### config.mk
export PLATFORM = sky130hd
export DESIGN_NAME = parking_sensor_gen_flat
export DESIGN_NICKNAME = d
export VERILOG_FILES = /design/src/rtl/parking_sensor_gen_pkg.sv /design/src/rtl/parking_sensor_gen_if.sv /design/src/rtl/parking_sensor_gen_dwell_timer.sv /design/src/rtl/parking_sensor_gen.sv /design/src/flat_wrapper.sv
export SDC_FILE = /design/constraint.sdc
export NUM_CORES = 1
export LEC_CHECK = 0
export BUFFER_PORTS_ARGS = -buffer_cell sky130_fd_sc_hd__buf_2
export CAP_MARGIN = 10
export CORE_MARGIN = 2
export CORE_UTILIZATION = 45
export CTS_BUF_LIST = sky130_fd_sc_hd__clkbuf_8
export CTS_CLUSTER_DIAMETER = 120
export CTS_CLUSTER_SIZE = 25
export DETAILED_ROUTE_END_ITERATION = 8
export PLACE_DENSITY = 0.67
export SYNTH_ARGS = -nofsm -noshare
export SYNTH_HDL_FRONTEND = slang
export SYNTH_SLANG_ARGS = --single-unit
### constraint.sdc
create_clock -name clk -period 1.95 [get_ports clk]
set_input_delay 0 -clock clk [delete_from_list [all_inputs] [get_ports clk]]
set_output_delay 0 -clock clk [all_outputs]
set_load 0.02 [all_outputs]
### src/rtl/parking_sensor_gen_pkg.sv
// ---------------------------------------------------------------------------
// parking_pkg
// Shared definitions for the parking sensor generator.
//   - beam patterns {a,b} (1 = beam blocked)
//   - direction encoding
//   - FSM state encoding
//   - phase_ab(): maps a state and direction to the sensor pattern
// Optional feature macro: PARKING_SENSOR_GEN_ABORT_EN adds the back-out states.
// ---------------------------------------------------------------------------
package parking_pkg;

  localparam logic [1:0] AB_NONE = 2'b00;
  localparam logic [1:0] AB_A    = 2'b10;
  localparam logic [1:0] AB_BOTH = 2'b11;
  localparam logic [1:0] AB_B    = 2'b01;

  localparam logic DIR_ENTRY = 1'b0;
  localparam logic DIR_EXIT  = 1'b1;

  typedef enum logic [2:0] {
    ST_IDLE    = 3'd0,
    ST_P1      = 3'd1,
    ST_P2      = 3'd2,
    ST_P3      = 3'd3,
    ST_DONE    = 3'd4
`ifdef PARKING_SENSOR_GEN_ABORT_EN
    ,
    ST_BACK2   = 3'd5,
    ST_BACK1   = 3'd6,
    ST_ABORTED = 3'd7
`endif
  } state_e;

  // Back-out phases reuse the forward patterns of the phase being retreated into.
  function automatic logic [1:0] phase_ab(input state_e st, input logic dir);
    logic [1:0] pat;
    case (st)
      ST_P1:    pat = (dir == DIR_ENTRY) ? AB_A : AB_B;
      ST_P2:    pat = AB_BOTH;
      ST_P3:    pat = (dir == DIR_ENTRY) ? AB_B : AB_A;
`ifdef PARKING_SENSOR_GEN_ABORT_EN
      ST_BACK2: pat = AB_BOTH;
      ST_BACK1: pat = (dir == DIR_ENTRY) ? AB_A : AB_B;
`endif
      default:  pat = AB_NONE;
    endcase
    return pat;
  endfunction

endpackage

### src/rtl/parking_sensor_gen_if.sv
// ---------------------------------------------------------------------------
// parking_sensor_gen_if
// Request/response bundle of the parking sensor generator.
//   master (requester): drives start, dir, dwell (and abort); observes the rest
//   slave  (generator): drives ready, ab, busy, done (and aborted)
// Optional feature macro: PARKING_SENSOR_GEN_ABORT_EN adds abort/aborted.
// ---------------------------------------------------------------------------
interface parking_sensor_gen_if #(parameter int DWELL_W = 8);

  logic               start;
  logic               dir;
  logic [DWELL_W-1:0] dwell;
  logic               ready;
  logic [1:0]         ab;
  logic               busy;
  logic               done;
`ifdef PARKING_SENSOR_GEN_ABORT_EN
  logic               abort;
  logic               aborted;
`endif

  modport master (
    output start, output dir, output dwell,
    input  ready, input ab, input busy, input done
`ifdef PARKING_SENSOR_GEN_ABORT_EN
    , output abort, input aborted
`endif
  );

  modport slave (
    input  start, input dir, input dwell,
    output ready, output ab, output busy, output done
`ifdef PARKING_SENSOR_GEN_ABORT_EN
    , input abort, output aborted
`endif
  );

endinterface

### src/rtl/parking_sensor_gen_dwell_timer.sv
// ---------------------------------------------------------------------------
// parking_dwell_timer
// Loadable down-counter timing one sensor phase.
//   clk, reset    : clock, synchronous active-high reset (clears the count)
//   load_i        : load load_val_i into the counter this edge
//   load_val_i    : phase length in cycles (>= 1)
//   expire_o      : high during the last cycle of the loaded phase
// ---------------------------------------------------------------------------
module parking_dwell_timer #(
  parameter int DWELL_W = 8
) (
  input  logic               clk,
  input  logic               reset,
  input  logic               load_i,
  input  logic [DWELL_W-1:0] load_val_i,
  output logic               expire_o
);

  localparam logic [DWELL_W-1:0] CNT_ZERO = {DWELL_W{1'b0}};
  localparam logic [DWELL_W-1:0] CNT_ONE  = DWELL_W'(1);

  logic [DWELL_W-1:0] cnt_q;
  logic [DWELL_W-1:0] cnt_d;

  // Next count: load wins, otherwise count down and park at zero.
  always_comb begin
    cnt_d = cnt_q;
    if (load_i) begin
      cnt_d = load_val_i;
    end else if (cnt_q != CNT_ZERO) begin
      cnt_d = cnt_q - CNT_ONE;
    end else begin
      cnt_d = CNT_ZERO;
    end
  end

  // Count register.
  always_ff @(posedge clk) begin
    if (reset) begin
      cnt_q <= CNT_ZERO;
    end else begin
      cnt_q <= cnt_d;
    end
  end

  // A count of one means this is the final cycle of the phase.
  assign expire_o = (cnt_q == CNT_ONE);

endmodule

### src/rtl/parking_sensor_gen.sv
// ---------------------------------------------------------------------------
// parking_sensor_gen
// Emulates a car passing a two-beam parking sensor. On start the block walks
// through three phases (entry: 10,11,01 / exit: 01,11,10), each held for the
// sampled dwell count (0 acts as 1), then pulses done for one cycle.
// Ports:
//   clk   : clock, rising edge
//   reset : synchronous, active-high
//   bus   : parking_sensor_gen_if.slave (start, dir, dwell -> ready, ab,
//           busy, done; plus abort -> aborted when enabled)
// Optional feature macro: PARKING_SENSOR_GEN_ABORT_EN enables back-out on abort.
// ---------------------------------------------------------------------------
module parking_sensor_gen
  import parking_pkg::*;
#(
  parameter int DWELL_W = 8
) (
  input  logic                 clk,
  input  logic                 reset,
  parking_sensor_gen_if.slave  bus
);

  localparam logic [DWELL_W-1:0] DWELL_ZERO = {DWELL_W{1'b0}};
  localparam logic [DWELL_W-1:0] DWELL_ONE  = DWELL_W'(1);

  state_e             state_q, state_d;
  logic               dir_q, dir_d;
  logic [DWELL_W-1:0] dwell_q, dwell_d;
  logic [1:0]         ab_q, ab_d;
  logic               ready_q, ready_d;
  logic               busy_q, busy_d;
  logic               done_q, done_d;
`ifdef PARKING_SENSOR_GEN_ABORT_EN
  logic               aborted_q, aborted_d;
`endif

  logic               tmr_load_s;
  logic [DWELL_W-1:0] tmr_val_s;
  logic               tmr_expire_s;

  parking_dwell_timer #(
    .DWELL_W (DWELL_W)
  ) u_timer (
    .clk        (clk),
    .reset      (reset),
    .load_i     (tmr_load_s),
    .load_val_i (tmr_val_s),
    .expire_o   (tmr_expire_s)
  );

  // Next-state, timer control and next-output decode.
  always_comb begin
    state_d    = state_q;
    dir_d      = dir_q;
    dwell_d    = dwell_q;
    tmr_load_s = 1'b0;
    tmr_val_s  = dwell_q;

    case (state_q)
      ST_IDLE: begin
        if (bus.start) begin
          state_d    = ST_P1;
          dir_d      = bus.dir;
          dwell_d    = (bus.dwell == DWELL_ZERO) ? DWELL_ONE : bus.dwell;
          tmr_load_s = 1'b1;
          tmr_val_s  = dwell_d;
        end else begin
          state_d = ST_IDLE;
        end
      end
      ST_P1: begin
        if (tmr_expire_s) begin
          state_d    = ST_P2;
          tmr_load_s = 1'b1;
        end else begin
          state_d = ST_P1;
        end
      end
      ST_P2: begin
        if (tmr_expire_s) begin
          state_d    = ST_P3;
          tmr_load_s = 1'b1;
        end else begin
          state_d = ST_P2;
        end
      end
      ST_P3: begin
        if (tmr_expire_s) begin
          state_d = ST_DONE;
        end else begin
          state_d = ST_P3;
        end
      end
      ST_DONE: begin
        state_d = ST_IDLE;
      end
`ifdef PARKING_SENSOR_GEN_ABORT_EN
      ST_BACK2: begin
        if (tmr_expire_s) begin
          state_d    = ST_BACK1;
          tmr_load_s = 1'b1;
        end else begin
          state_d = ST_BACK2;
        end
      end
      ST_BACK1: begin
        if (tmr_expire_s) begin
          state_d = ST_ABORTED;
        end else begin
          state_d = ST_BACK1;
        end
      end
      ST_ABORTED: begin
        state_d = ST_IDLE;
      end
`endif
      default: begin
        state_d = ST_IDLE;
      end
    endcase

`ifdef PARKING_SENSOR_GEN_ABORT_EN
    // Abort only matters in a forward phase; it overrides any phase expiry.
    if (bus.abort) begin
      case (state_q)
        ST_P1: begin
          state_d = ST_ABORTED;
        end
        ST_P2: begin
          state_d    = ST_BACK1;
          tmr_load_s = 1'b1;
        end
        ST_P3: begin
          state_d    = ST_BACK2;
          tmr_load_s = 1'b1;
        end
        default: begin
          state_d = state_d;
        end
      endcase
    end else begin
      state_d = state_d;
    end
`endif

    // Outputs are decoded from the next state so they register with it.
    ab_d    = phase_ab(state_d, dir_d);
    ready_d = (state_d == ST_IDLE);
    busy_d  = (state_d != ST_IDLE);
    done_d  = (state_d == ST_DONE);
`ifdef PARKING_SENSOR_GEN_ABORT_EN
    aborted_d = (state_d == ST_ABORTED);
`endif
  end

  // State, latched request and registered outputs.
  always_ff @(posedge clk) begin
    if (reset) begin
      state_q   <= ST_IDLE;
      dir_q     <= DIR_ENTRY;
      dwell_q   <= DWELL_ONE;
      ab_q      <= AB_NONE;
      ready_q   <= 1'b1;
      busy_q    <= 1'b0;
      done_q    <= 1'b0;
`ifdef PARKING_SENSOR_GEN_ABORT_EN
      aborted_q <= 1'b0;
`endif
    end else begin
      state_q   <= state_d;
      dir_q     <= dir_d;
      dwell_q   <= dwell_d;
      ab_q      <= ab_d;
      ready_q   <= ready_d;
      busy_q    <= busy_d;
      done_q    <= done_d;
`ifdef PARKING_SENSOR_GEN_ABORT_EN
      aborted_q <= aborted_d;
`endif
    end
  end

  assign bus.ab    = ab_q;
  assign bus.ready = ready_q;
  assign bus.busy  = busy_q;
  assign bus.done  = done_q;
`ifdef PARKING_SENSOR_GEN_ABORT_EN
  assign bus.aborted = aborted_q;
`endif

endmodule

### src/flat_wrapper.sv
// flat-port wrapper written by rule: the top's interface ports become plain ports
module parking_sensor_gen_flat import parking_pkg::*;
#(
  parameter int DWELL_W = 8
)
  (clk, reset, bus_start, bus_dir, bus_dwell, bus_ready, bus_ab, bus_busy, bus_done);
  parking_sensor_gen_if #(.DWELL_W(DWELL_W)) bus_i ();
  input  logic clk;
  input  logic reset;
  input wire logic [$bits(bus_i.start)-1:0] bus_start;
  input wire logic [$bits(bus_i.dir)-1:0] bus_dir;
  input wire logic [$bits(bus_i.dwell)-1:0] bus_dwell;
  output wire logic [$bits(bus_i.ready)-1:0] bus_ready;
  output wire logic [$bits(bus_i.ab)-1:0] bus_ab;
  output wire logic [$bits(bus_i.busy)-1:0] bus_busy;
  output wire logic [$bits(bus_i.done)-1:0] bus_done;
  assign bus_i.start = bus_start;
  assign bus_i.dir = bus_dir;
  assign bus_i.dwell = bus_dwell;
  assign bus_ready = bus_i.ready;
  assign bus_ab = bus_i.ab;
  assign bus_busy = bus_i.busy;
  assign bus_done = bus_i.done;
  parking_sensor_gen #(.DWELL_W(DWELL_W)) u_core (.clk(clk), .reset(reset), .bus(bus_i));
endmodule
==> results of run 1 <==
[worst max path at each step]
stage | cells after the start | endpoint | slack, ns | from
5_1_grt | 6 | u_core.bus.ab[1] | -0.02 | u_core.u_timer.cnt_q[1]
3_5_place_dp | 6 | u_core.bus.ab[1] | -0.07 | u_core.u_timer.cnt_q[1]
6_report | 6 | u_core.bus.ab[1] | 0.04 | u_core.u_timer.cnt_q[1]
4_1_cts | 6 | u_core.bus.ab[1] | 0.007 | u_core.u_timer.cnt_q[1]
2_1_floorplan | 5 | u_core.bus.ab[1] | 0.04 | u_core.state_q[1]
3_3_place_gp | 6 | u_core.bus.ab[1] | 0.05 | u_core.u_timer.cnt_q[1]
[registers in the layout (all words and copies together) (netlist names)]
name / cells
u_core.bus.ab: 2
u_core.dir_q: 1
u_core.bus.busy: 1
u_core.state_q: 3
u_core.bus.ready: 1
u_core.dwell_q: 8
u_core.bus.done: 1
u_core.u_timer.cnt_q: 8
[where the power goes]
| group | switching [mW] | internal (mW) | leakage, nW | total, mW |
|---|---|---|---|---|
| Sequential | 0.136 | 0.648 | 0.207 | 0.784 |
| Combinational | 0.573 | 0.573 | 0.398 | 1.15 |
| Clock | 0.166 | 0.145 | 0.0217 | 0.310 |
| Total | 0.874 | 1.37 | 0.627 | 2.24 |
[cell type report]
| class | count | area share, % |
|---|---|---|
| Clock buffer | 3 | 2.76 |
| Sequential cell | 25 | 33.9 |
| Multi-Input combinational cell | 90 | 44.6 |
| Inverter | 6 | 1.68 |
| Tap cell | 30 | 2.51 |
| Timing Repair Buffer | 33 | 14.1 |
| Clock inverter | 1 | 0.503 |
[cell families after synthesis]
family | Yosys count
buf+inv | 12
mux | 2
flops | 25
xor+xnor | 8
fa+ha+maj | 3
compound gates | 29
simple gates | 48
[critical path, cell delays in order (launching register included)]
cell      delay [ns]
dfxtp_2         0.35
inv_4           0.06
ha_4            0.13
or4bb_1         0.42
or4_4           0.53
and2_4          0.16
a221oi_2        0.18
[metrics by stage]
stage	area [um^2]	power, mW
final	1490	2.24
after global routing	1490	2.41
after CTS	1420	2.09
after detailed placement	1350	1.76
after global placement	1350	1.73
after floorplan	1180	1.47
[repair_timing]
action	in CTS	in global routing
gates resized for setup	3	9
endpoints found under the setup margin	3	9
pin swaps	1	5
hold endpoints to repair	1	0
hold buffers	1	0
buffers inserted	0	5
[layer usage]
layer	vias up	share of wire [%]	wire length (um)	global-route usage, %
met3	6	5.2	131	3.51
met5	-	0	0	0
met4	0	1.5	37	4.53
met1	472	47	1200	24.7
met2	32	46	1160	27.9
li1	518	-	-	-
[layout by cell type, fill, tap and decap left out, types with 3 or more instances in the layout]
cell type,Yosys,final
a21oi_1,9,9
buf_2,3,16
buf_4,1,16
clkbuf_8,0,3
dfxtp_1,25,22
inv_1,6,5
nand2_1,20,20
nor2_1,5,5
nor3_1,5,5
nor4_1,4,4
o211ai_1,3,3
o2bb2ai_1,6,6
xnor2_1,5,5
xor2_1,3,3
==> results.cfg, run 1 <==
[grt]
grt_pass1_vias = 977
antenna_found_initial = 0
grt_pass1_wl_mm = 4.37
overflow = 0
grt.total_usage_pct = 17.6
grt_max_degree = 17

[synth]
ys_ff_latch = 25
syn_nets = 142
syn_inst = 127
synth_top_area_share_pct = 42.3
yosysUniqueCellTypes = 39
yosysWarnings = 0
synth_area_um2 = 1180
synth_mux_area_share_pct = 1.69
syn_area_per_cell_um2 = 9.31
synth_top_family_by_area = simple AND/OR/NAND/NOR gates
synth_simple_gate_area_share_pct = 24.1
synth_top_flop_cell = dfxtp_1
async_reset_ff_share_pct = 0
synth_edf_count = 0
yosysMostFrequentCell = dfxtp_1
netlist_top_cells_count = dfxtp_1, nand2_1, a21oi_1, inv_1, o2bb2ai_1
synth-compound-area-share_pct = 18.3
ys_top_cells_by_area = dfxtp_1, nand2_1, o2bb2ai_1
synth_fa_ha_area_share_pct = 3.17
synth-seq-area-share_pct = 42.3
yosysTopAreaCell = dfxtp_1
synth-xor-area-share_pct = 5.93

[setup_path]
reg2reg_from = u_core.u_timer.cnt_q[1]
required_ns = 2.14
cp-end-kind = register
rr_endpoint = u_core.bus.ab[1]
startpoint_type = register
cp_max_fo = 3
rrSetupSlack_ns = 0.04
cp.arrival_ns = 2.10
reg2reg_depth = 6
worst-setup-path-type = register to register

[run_status]
status = completed

[clock_tree]
cts_max_path_buffers = 2
root_buffer = clkbuf_8
clk_latency_ns = 0.27
h-tree-depth = 1
cts.clk_slew.worst_paths_ns = 0.09
cts_sinks = 25
cts_made_buffers = 3
cts_tree = built

[placed_design]
dp_slack_ns = -0.0673
io_buffer_count = 16
hpwl_mm = 1.85
place.gp.congestion = 0.814
post-place-cells = 178

[cells_and_area]
final_core_util_pct = 60.3
fillers = 224
seq_area_um2 = 507
antennaDiodeCount = 0
multiInputGateArea_um2 = 666
layout-drive-gt1-share_pct = 32.9
areaGrowthSynthToFinish_pct = 26.3
layout.cells.non_filler = 188
layout.nets = 174

[timing]
slew_headroom_pct = 73.2
period_minus_slack_ns = 1.91
setup-tns-final_ns = 0
timing.fmax_ghz = 0.523
rsz0062_at_grt = true
setup_viol = 0
hold-worst-slack_ns = 0.0162
final_hold_viol_count = 0
worst_slack_ns = 0.0384
fin_skew_ns = 0.00215
worst_slew_pin_slew_ns = 0.399
drv_slew = 0
period_share_pct = 98.0

[die]
start_util_pct = 47.7
core_area_um2 = 2480
dieArea_um2 = 3050
die_w_um = 55.3
num_io_pins = 17
die_y_um = 55.3
rows = 18

[route]
antenna_left = 0
post_drt_wl_per_cell_um = 13.5
initialDrtViolationCount = 20
wl_mm = 2.54
vias_per_cell = 5.47
drcViolationCount = 0
first_pass_iters = 4
vias = 1028

[power_and_ir_drop]
ir_drop_v = 0.000716
power_density_nw_per_um2 = 1500
p_leak_nw = 0.627

[flow_run]
drv_cap = 0

[min_path]
worstHoldStart = bus_dwell[3]
whs_endpoint = u_core.dwell_q[3]
holdCritPathClass = input pin to register
holdPathStages = 3
(Power assumes the default switching activity.)
==> run 2, diff against run 1 <==
REMOVE_ABC_BUFFERS = 1   (was default)
==> results.cfg, run 2 (same netlist as run 1, synthesis figures left out) <==
[route]
wl_mm = 2.72
vias_per_cell = 5.75
first_pass_iters = 4
initialDrtViolationCount = 23
post_drt_wl_per_cell_um = 14.7
drcViolationCount = 0
antenna_left = 0
vias = 1063

[timing]
fin_skew_ns = 0.00590
worst_slew_pin_slew_ns = 0.537
period_minus_slack_ns = 1.94
slew_headroom_pct = 64.1
period_share_pct = 99.4
timing.fmax_ghz = 0.516
final_hold_viol_count = 1
hold-worst-slack_ns = -0.00319
rsz0062_at_grt = true
setup_viol = 0
drv_slew = 0

[cells_and_area]
antennaDiodeCount = 0
mostFrequentLayoutCell = dfxtp_1
layout-drive-gt1-share_pct = 31.0
layout.nets = 171
mostFrequentLayoutCells = dfxtp_1, nand2_1, buf_2
reg_top3 = u_core.dwell_q x8, u_core.u_timer.cnt_q x8, u_core.state_q x3
layout.cells.non_filler = 185
areaGrowthSynthToFinish_pct = 22.5
fillers = 225
final_cell_area_um2 = 1450

[clock_tree]
h-tree-depth = 1
clk_latency_ns = 0.28
cts_tree = built
cts.clk_slew.worst_paths_ns = 0.09
root_buffer = clkbuf_8
cts_max_path_buffers = 2
cts_sinks = 25
cts_made_buffers = 3

[die]
rows = 18
start_util_pct = 47.7
die_y_um = 55.3
num_io_pins = 17
core_area_um2 = 2480
die_w_um = 55.3
dieArea_um2 = 3050

[flow_run]
drv_cap = 0

[min_path]
holdPathStages = 3
holdCritPathClass = input pin to register
worstHoldStart = bus_dwell[1]
whs_endpoint = u_core.dwell_q[1]

[run_status]
status = finished with violations
violations = hold timing

[grt]
grt_pass1_vias = 976
grt_max_degree = 17
grt.total_usage_pct = 18.7
grt_pass1_wl_mm = 4.55
overflow = 0
antenna_found_initial = 0

[setup_path]
rr_endpoint = u_core.bus.ab[1]
reg2reg_from = u_core.u_timer.cnt_q[2]
reg2reg_depth = 4
critPathMostFrequentCell = or4_4
startpoint_type = register
rrSetupSlack_ns = 0.01
cp.arrival_ns = 2.14
slowest_stage = or4_4
cp-end-kind = register
cp_max_fo = 5
max_stage_delay_ns = 0.57
required_ns = 2.15
path_cells = or4_4 -> or4_4 -> and2_4 -> a221oi_2
worst-setup-path-type = register to register

[placed_design]
hpwl_mm = 1.90
post-place-cells = 177
place.gp.congestion = 0.834
place_area_um2 = 1350
io_buffer_count = 16

[power_and_ir_drop]
ir_drop_v = 0.000809
power_density_nw_per_um2 = 1480
p_leak_nw = 0.611
run 2: cell count changes in the layout (fill, tap and decap cells not counted), sizes merged:
cell / before / now
buf: 32 / 28
clkinv: 0 / 1
clkinvlp: 1 / 0
dlygate4sd3: 1 / 2
run 2: worst max-delay path, delay by kind of cell, from the launching register on:
family          cells  cell delay, ns
compound gates      1            0.23
simple gates        3            1.27
flops               1            0.36
run 2: through the flow:
step / setup TNS [ns] / utilization (%) / hold slack [ns] / setup WS [ns] / total power, mW
2_1_floorplan: 0 / - / 0.0662 / 0.0425 / 1.45
3_3_place_gp: 0 / 54.3 / 0.275 / 0.0475 / 1.72
3_5_place_dp: -0.0641 / 54.3 / 0.295 / -0.0641 / 1.74
4_1_cts: 0 / 57.3 / 0.000323 / 0.00632 / 2.08
5_1_grt: -0.0177 / 58.5 / 0.0150 / -0.0177 / 2.29
6_report: 0 / 58.5 / -0.00319 / 0.0110 / 2.14
run 2: final cells by class:
type / instances / area, um^2 / area share [%]
inverter: 6 / 22.5 / 1.55
multi-input combinational: 90 / 647 / 44.6
clock inverter: 1 / 5.00 / 0.345
tap: 30 / 37.5 / 2.59
sequential: 25 / 505 / 34.9
clock buffer: 3 / 41.3 / 2.85
timing repair buffer: 30 / 190 / 13.1
run 2: worst max path at each step:
stage / from / endpoint / slack [ns] / depth (start not counted)
after global routing: u_core.u_timer.cnt_q[2] / u_core.bus.ab[1] / -0.02 / 4
after detailed placement: u_core.u_timer.cnt_q[1] / u_core.bus.ab[1] / -0.06 / 6
after global placement: u_core.u_timer.cnt_q[0] / u_core.bus.ab[1] / 0.05 / 5
final: u_core.u_timer.cnt_q[2] / u_core.bus.ab[1] / 0.01 / 4
after floorplan: u_core.state_q[0] / u_core.bus.ab[1] / 0.04 / 4
after CTS: u_core.u_timer.cnt_q[2] / u_core.bus.ab[1] / 0.006 / 4
run 2: layer usage:
metal  up-vias  part of all wire, %  track usage (%)
met4         0                  3.2             11.1
met3         9                  4.0             3.75
met5         -                    0                0
met2        29                   46             28.1
li1        515                    -                -
met1       510                   47             24.6
run 2: what timing repair did:
| action | in CTS | in global routing |
|---|---|---|
| resized for setup | 4 | 4 |
| hold buffers | 2 | 0 |
| endpoints found under the setup margin | 2 | 2 |
| endpoints found under the hold margin | 2 | 0 |
| buffers inserted | 0 | 2 |
run 2: power by group:
group	internal [mW]	leakage [nW]	switching, mW
clock	0.144	0.0255	0.178
sequential	0.649	0.207	0.137
combinational	0.491	0.379	0.543
